## src/rtl/core_pkg.sv

```systemverilog
// ============================================================================
// Module   : core_pkg
// Purpose  : Shared types and default latencies for the hazard scoreboard.
// Revision : 1.0 - initial release
// ============================================================================
`default_nettype none

package core_pkg;

  typedef enum logic [2:0] {LC_ALU, LC_LOAD, LC_MUL, LC_DIV, LC_FPU} lat_class_e;
  typedef enum logic [1:0] {NO_WB, WB_ALU, WB_MEM, WB_PC} wb_sel_e;
  typedef enum logic [1:0] {IT_OTHER, BRANCH, JUMP_R, IT_JUMP} inst_type_e;
  typedef enum logic {SIG_LOW = 1'b0, SIG_HIGH = 1'b1} onebit_sig_e;

  // Bit 5 set marks an unused operand slot; bits 4:0 are the register index.
  typedef logic [5:0] reg_id_t;
  localparam reg_id_t NO_REG = 6'h20;

  typedef struct packed {
    inst_type_e inst_type;
    wb_sel_e    wb_sel;
    reg_id_t    rs1_int;
    reg_id_t    rs2_int;
    reg_id_t    rd_int;
    reg_id_t    rs1_float;
    reg_id_t    rs2_float;
    reg_id_t    rs3_float;
    reg_id_t    rd_float;
  } ctrl_bus_e;

  localparam int C_DEF_ALU_LAT  = 0;
  localparam int C_DEF_LOAD_LAT = 1;
  localparam int C_DEF_MUL_LAT  = 2;
  localparam int C_DEF_BR_EXTRA = 1;
  localparam int C_DEF_FPU_LAT  = 3;

  function automatic int max_lat(input int a, input int b, input int c, input int d);
    int m;
    m = a;
    if (b > m) m = b;
    if (c > m) m = c;
    if (d > m) m = d;
    return m;
  endfunction

  localparam int C_DEF_CNT_W = $clog2(max_lat(C_DEF_ALU_LAT, C_DEF_LOAD_LAT, C_DEF_MUL_LAT,
                                              C_DEF_FPU_LAT) + C_DEF_BR_EXTRA + 2);
  localparam logic [C_DEF_CNT_W-1:0] DIV_PEND = '1;

endpackage

`default_nettype wire

```

## src/rtl/sb_reg_counter.sv

```systemverilog
// ============================================================================
// Module   : sb_reg_counter
// Purpose  : One register's latency counter with arm/done/decrement priority.
// Revision : 1.0 - initial release
// ============================================================================
`default_nettype none

module sb_reg_counter #(
  parameter int CNT_W    = 3,
  parameter int BR_EXTRA = 1
) (
  input  logic             clk,
  input  logic             rst,
  input  logic             i_arm,
  input  logic [CNT_W-1:0] i_arm_val,
  input  logic             i_div_done,
  input  logic [CNT_W-1:0] i_waw_lim,
  output logic             o_busy,
  output logic             o_pend,
  output logic             o_norm_stall,
  output logic             o_br_stall,
  output logic             o_waw_stall
);

  localparam logic [CNT_W-1:0] C_PEND = '1;

  logic [CNT_W-1:0] r_cnt;

  always_ff @(posedge clk) begin
    if (rst) begin
      r_cnt <= '0;
    end else if (i_arm) begin
      r_cnt <= i_arm_val;
    end else if (r_cnt == C_PEND) begin
      if (i_div_done) r_cnt <= '0;
    end else if (r_cnt != '0) begin
      r_cnt <= r_cnt - 1'b1;
    end
  end

  assign o_busy       = (r_cnt != '0);
  assign o_pend       = (r_cnt == C_PEND);
  assign o_norm_stall = (r_cnt > CNT_W'(BR_EXTRA));
  assign o_br_stall   = o_busy;
  // A new writer is safe once the old count, decremented this cycle, fits under its arm value.
  assign o_waw_stall  = o_pend ||
                        ({1'b0, r_cnt} > ({1'b0, i_waw_lim} + (CNT_W+1)'(1)));

endmodule

`default_nettype wire

```

## src/rtl/hazard_scoreboard.sv

```systemverilog
// ============================================================================
// Module   : hazard_scoreboard
// Purpose  : Per-register latency scoreboard driving the IF/ID bubble request.
//            Optional float bank enabled by macro SCOREBOARD_FPU_EN.
// Revision : 1.0 - initial release
// ============================================================================
`default_nettype none

module hazard_scoreboard
  import core_pkg::*;
#(
  parameter int NUM_INT_REGS = 32,
  parameter int ALU_LAT      = C_DEF_ALU_LAT,
  parameter int LOAD_LAT     = C_DEF_LOAD_LAT,
  parameter int MUL_LAT      = C_DEF_MUL_LAT,
  parameter int BR_EXTRA     = C_DEF_BR_EXTRA,
  parameter int FPU_LAT      = C_DEF_FPU_LAT,
  parameter int CNT_W        = $clog2(max_lat(ALU_LAT, LOAD_LAT, MUL_LAT, FPU_LAT) + BR_EXTRA + 2)
) (
  input  logic                    clk_i,
  input  logic                    rst_i,
  input  ctrl_bus_e               ctrl_bus_if_id_i,
  input  lat_class_e              op_class_i,
  input  logic                    issue_i,
  input  logic                    flush_i,
  input  logic                    div_done_i,
  input  logic [4:0]              div_rd_i,
  output onebit_sig_e             insert_bubble_o,
  output logic [NUM_INT_REGS-1:0] int_busy_o,
  output logic                    div_pending_o
`ifdef SCOREBOARD_FPU_EN
  ,
  output logic [31:0]             fp_busy_o
`endif
);

  localparam logic [CNT_W-1:0] C_DIV_PEND = '1;

  logic             w_is_br, w_int_prod, w_src_stall, w_waw_stall, w_bubble, w_adv;
  logic [4:0]       w_rd_idx;
  logic [CNT_W-1:0] w_int_arm_val;
  logic [31:0]      w_busy, w_pend, w_nstall, w_bstall, w_waw;

  function automatic logic src_hit(input reg_id_t id, input logic [31:0] ns,
                                   input logic [31:0] bs, input logic is_br,
                                   input logic skip_x0);
    if (id[5] || (skip_x0 && id[4:0] == 5'd0)) return 1'b0;
    return is_br ? bs[id[4:0]] : ns[id[4:0]];
  endfunction

  assign w_is_br    = (ctrl_bus_if_id_i.inst_type == BRANCH) ||
                      (ctrl_bus_if_id_i.inst_type == JUMP_R);
  assign w_rd_idx   = ctrl_bus_if_id_i.rd_int[4:0];
  assign w_int_prod = (ctrl_bus_if_id_i.wb_sel != NO_WB) && !ctrl_bus_if_id_i.rd_int[5] &&
                      (w_rd_idx != 5'd0);

  always_comb begin
    w_int_arm_val = CNT_W'(ALU_LAT + BR_EXTRA);
    case (op_class_i)
      LC_LOAD: w_int_arm_val = CNT_W'(LOAD_LAT + BR_EXTRA);
      LC_MUL:  w_int_arm_val = CNT_W'(MUL_LAT + BR_EXTRA);
      LC_DIV:  w_int_arm_val = C_DIV_PEND;
`ifdef SCOREBOARD_FPU_EN
      LC_FPU:  w_int_arm_val = CNT_W'(FPU_LAT + BR_EXTRA);
`endif
      default: ;
    endcase
  end

  for (genvar r = 0; r < 32; r++) begin : g_int
    if (r != 0 && r < NUM_INT_REGS) begin : g_cnt
      sb_reg_counter #(.CNT_W(CNT_W), .BR_EXTRA(BR_EXTRA)) u_cnt (
        .clk          (clk_i),
        .rst          (rst_i),
        .i_arm        (w_adv && w_int_prod && (w_rd_idx == 5'(r))),
        .i_arm_val    (w_int_arm_val),
        .i_div_done   (div_done_i && (div_rd_i == 5'(r))),
        .i_waw_lim    (w_int_arm_val),
        .o_busy       (w_busy[r]),
        .o_pend       (w_pend[r]),
        .o_norm_stall (w_nstall[r]),
        .o_br_stall   (w_bstall[r]),
        .o_waw_stall  (w_waw[r])
      );
    end else begin : g_none
      assign w_busy[r]   = 1'b0;
      assign w_pend[r]   = 1'b0;
      assign w_nstall[r] = 1'b0;
      assign w_bstall[r] = 1'b0;
      assign w_waw[r]    = 1'b0;
    end
  end

`ifdef SCOREBOARD_FPU_EN
  localparam logic [CNT_W-1:0] C_FPU_ARM = CNT_W'(FPU_LAT + BR_EXTRA);

  logic        w_fp_prod;
  logic [31:0] w_fbusy, w_fnstall, w_fbstall, w_fwaw, w_unused_fpend;

  assign w_fp_prod = (op_class_i == LC_FPU) && (ctrl_bus_if_id_i.wb_sel != NO_WB) &&
                     !ctrl_bus_if_id_i.rd_float[5];

  for (genvar f = 0; f < 32; f++) begin : g_fp
    sb_reg_counter #(.CNT_W(CNT_W), .BR_EXTRA(BR_EXTRA)) u_fcnt (
      .clk          (clk_i),
      .rst          (rst_i),
      .i_arm        (w_adv && w_fp_prod && (ctrl_bus_if_id_i.rd_float[4:0] == 5'(f))),
      .i_arm_val    (C_FPU_ARM),
      .i_div_done   (1'b0),
      .i_waw_lim    (C_FPU_ARM),
      .o_busy       (w_fbusy[f]),
      .o_pend       (w_unused_fpend[f]),
      .o_norm_stall (w_fnstall[f]),
      .o_br_stall   (w_fbstall[f]),
      .o_waw_stall  (w_fwaw[f])
    );
  end

  assign fp_busy_o = rst_i ? '0 : w_fbusy;
`else
  logic w_unused_fp;
  assign w_unused_fp = ^{ctrl_bus_if_id_i.rs1_float, ctrl_bus_if_id_i.rs2_float,
                         ctrl_bus_if_id_i.rs3_float, ctrl_bus_if_id_i.rd_float};
`endif

  always_comb begin
    w_src_stall = src_hit(ctrl_bus_if_id_i.rs1_int, w_nstall, w_bstall, w_is_br, 1'b1) |
                  src_hit(ctrl_bus_if_id_i.rs2_int, w_nstall, w_bstall, w_is_br, 1'b1);
    w_waw_stall = w_int_prod & w_waw[w_rd_idx];
`ifdef SCOREBOARD_FPU_EN
    w_src_stall = w_src_stall |
                  src_hit(ctrl_bus_if_id_i.rs1_float, w_fnstall, w_fbstall, w_is_br, 1'b0) |
                  src_hit(ctrl_bus_if_id_i.rs2_float, w_fnstall, w_fbstall, w_is_br, 1'b0) |
                  src_hit(ctrl_bus_if_id_i.rs3_float, w_fnstall, w_fbstall, w_is_br, 1'b0);
    w_waw_stall = w_waw_stall | (w_fp_prod & w_fwaw[ctrl_bus_if_id_i.rd_float[4:0]]);
`endif
  end

  assign w_bubble        = (w_src_stall | w_waw_stall) & issue_i & !flush_i & !rst_i;
  assign w_adv           = issue_i & !flush_i & !w_bubble & !rst_i;
  assign insert_bubble_o = onebit_sig_e'(w_bubble);
  assign int_busy_o      = rst_i ? '0 : w_busy[NUM_INT_REGS-1:0];
  assign div_pending_o   = !rst_i && (|w_pend);

endmodule

`default_nettype wire

```

## config.mk

```make
export PLATFORM = sky130hd
export DESIGN_NAME = hazard_scoreboard
export DESIGN_NICKNAME = d
export VERILOG_FILES = /design/src/rtl/core_pkg.sv /design/src/rtl/sb_reg_counter.sv /design/src/rtl/hazard_scoreboard.sv
export SDC_FILE = /design/constraint.sdc
export NUM_CORES = 1
export LEC_CHECK = 0
export CAP_MARGIN = 10
export CORE_UTILIZATION = 60
export DETAILED_ROUTE_END_ITERATION = 16
export GPL_TIMING_DRIVEN = 0
export PLACE_DENSITY = 0.82
export RECOVER_POWER = 100
export SLEW_MARGIN = 5
export SYNTH_ARGS = -nofsm -noshare
export SYNTH_HDL_FRONTEND = slang
export SYNTH_SLANG_ARGS = --single-unit
```

## constraint.sdc

```tcl
create_clock -name clk_i -period 7.21 [get_ports clk_i]
set_input_delay 1.0815 -clock clk_i [delete_from_list [all_inputs] [get_ports clk_i]]
set_output_delay 1.0815 -clock clk_i [all_outputs]
set_load 0.01 [all_outputs]
```

==> impl_metrics.tcl <==
set metrics [dict create \
    yosysWarnings 0 \
    critPathMaxFanout 10 \
    synth_area_per_cell_sq_um 8.07 \
    reg.largest.list "g_int.g_cnt.u_cnt.r_cnt (93)" \
    endpoint_kind "output pin" \
    cts_resized 0 \
    ant_nets 0 \
    setup_viol 0 \
    finalMaxSlewViolations 0 \
    syn_to_final_growth_pct 12.0 \
    power_density_nw_per_um2 372 \
    grt_pass1_wl_microns 59100 \
    fin_crit_sh 0.967 \
    place_ws_ns 0.499 \
    hold_ws_ns 0.647 \
    clk_pin_slew_ns 0.07 \
    ys_top_cells_by_count "nor2_1, ha_1, dfxtp_1" \
    numCtsBuffers 9 \
    setup_ws_ns 0.238 \
    start_kind "input port" \
    dp_hpwl_microns 30000 \
    routedWlPerCell_microns 24.3 \
    grt_pass1_vias 10300 \
    yosysSeqAreaShare 0.174 \
    synth.area.top_cells "ha_1, dfxtp_1, mux2_2" \
    start_util 0.617 \
    fillerInstances 1434 \
    die_h_microns 136 \
    drc 0 \
    port_buffers 63 \
    synth_edf_count 0 \
    die_w_microns 136 \
    tritoncts "yes" \
    fin_nets 1620 \
    ir_drop_mv 0.209 \
    synth_flop_cell "dfxtp_1" \
    regArea_sq_um 1860 \
    fmax_ghz 0.143 \
    post_cts_buffers 0 \
    multi_input_area_sq_um 8230 \
    synth_most_common_cell "nor2_1" \
    htree_levels 3 \
    vias 11400 \
    post-route-min-period_ns 6.97 \
    die_area_sq_um 18400 \
    drt-initial-drc-count 1524 \
    postCtsHoldBufs 0 \
    largest_reg_flops 93 \
    postSynthCellCount 1327 \
    critical_path_arrival_ns 5.89 \
    clock_sinks 93 \
    regMostFlops "g_int.g_cnt.u_cnt.r_cnt" \
    grt_max_degree 24 \
    core_sq_um 17400 \
    status "complete, no violations" \
    crit_type "input port to output pin" \
    antenna_found_initial 0 \
    fin_util 0.692 \
    crit_required_ns 6.13 \
    rsz0062_at_grt "false" \
    ys_seq_elements 93 \
    worstSkewPairLatency_ns 0.37 \
    overflow 0 \
    via_per_inst 6.94 \
    tightest_slew_ns 1.24 \
    synth_top_area_frac 0.181 \
    p_leak_nw 5.07 \
    drt_pre_antenna_iters 7 \
    synth_area_leader_cell "ha_1" \
    drive_above_1_share 0.121 \
    yosysUniqueCellTypes 75 \
    syn_nets 1541 \
    synth_area_sq_um 10700 \
    cts-root-buf "clkbuf_16" \
    cap_violations 0 \
    finalWirelength_microns 39800 \
    hold_viol_final 0 \
    gp_congestion 1.03 \
    num_rows 48 \
    io_pins 93 \
    grtUsageTotal 0.436 \
    clock_path_buffers 2 \
    slew_headroom 0.168 \
    hold_path.class "flop to flop" \
    clock_skew_ns 0.0113 \
    async_flop_share 0 \
]
[cells in the final DEF (no fill, tap or decap), types with 31 or more instances in the layout]
master	n
ha_1	155
nor2b_1	34
nand2_1	37
dfxtp_1	93
nor3_1	33
a31oi_1	36
a22oi_1	31
nand3_1	58
o21ai_0	62
dlygate4sd3_1	34
mux2_2	89
a21oi_1	57
inv_1	73
nor2_1	243
[power by group]
part	total (mW)	switching, mW	internal [mW]
Combinational	2.92	1.56	1.35
Clock	0.586	0.237	0.349
Sequential	0.965	0.258	0.707
Total	4.47	2.06	2.41
[metrics by stage]
step	power, mW	std cells	setup TNS [ns]	area (sq um)
2_1_floorplan	2.99	1327	0	10700
3_3_place_gp	3.68	1615	-247.90	11600
3_5_place_dp	3.78	1620	0	11700
4_1_cts	4.38	1635	0	12100
5_1_grt	4.76	1635	0	12000
6_report	4.47	1636	0	12000
[final cells by class]
cell class / instances / share of cell area
sequential: 93 / 0.155
tap: 225 / 0.0235
clock inverter: 5 / 0.00896
multi-input combinational: 1105 / 0.686
buffer: 55 / 0.0250
clock buffer: 10 / 0.0199
timing repair buffer: 68 / 0.0584
antenna: 1 / 0.000208
inverter: 74 / 0.0231
[kinds of logic (layout without fill, tap and decap cells)]
logic type	count (synthesis)	in the layout	synth area share
DFF	93	93	0.174
buffers and inverters	129	212	0.0541
other	1	2	0.000350
and+or+nand+nor	502	502	0.227
AOI/OAI and AO/OA	297	297	0.194
xor gates and xnor gates	31	31	0.0253
adders and majority gates	155	155	0.181
muxes	119	119	0.144
[per-layer routing]
metal  GRT usage  routed length, microns
met5           0                       0
met4       0.280                    2950
met2       0.643                   16200
met3       0.128                    5260
met1       0.551                   15400
[worst max-delay path, cell delays in order]
cell,delay [ns]
dlygate4sd3_1,0.63
nor3b_2,0.71
buf_4,0.37
buf_8,0.18
ha_1,0.23
and3_1,0.14
a211oi_1,0.27
o32ai_1,0.16
nor4_1,0.32
a41oi_1,0.13
a211o_1,0.39
buf_6,0.16
buf_6,0.15
a41oi_1,0.29
dlygate4sd3_1,0.66
[path summary, 6_finish.rpt]
path,start,to,slack (ns),cells after the start
setup / recovery,op_class_i[2],insert_bubble_o,0.24,15
hold / removal,g_int[29].g_cnt.u_cnt.r_cnt[0]$_SDFFE_PP0P_,g_int[29].g_cnt.u_cnt.r_cnt[0]$_SDFFE_PP0P_,0.65,2
setup reg to reg,g_int[24].g_cnt.u_cnt.r_cnt[2]$_SDFFE_PP0P_,g_int[13].g_cnt.u_cnt.r_cnt[2]$_SDFFE_PP0P_,3.70,10
hold reg to reg,g_int[29].g_cnt.u_cnt.r_cnt[0]$_SDFFE_PP0P_,g_int[29].g_cnt.u_cnt.r_cnt[0]$_SDFFE_PP0P_,0.65,2
Power figures use the tool's default switching activity.
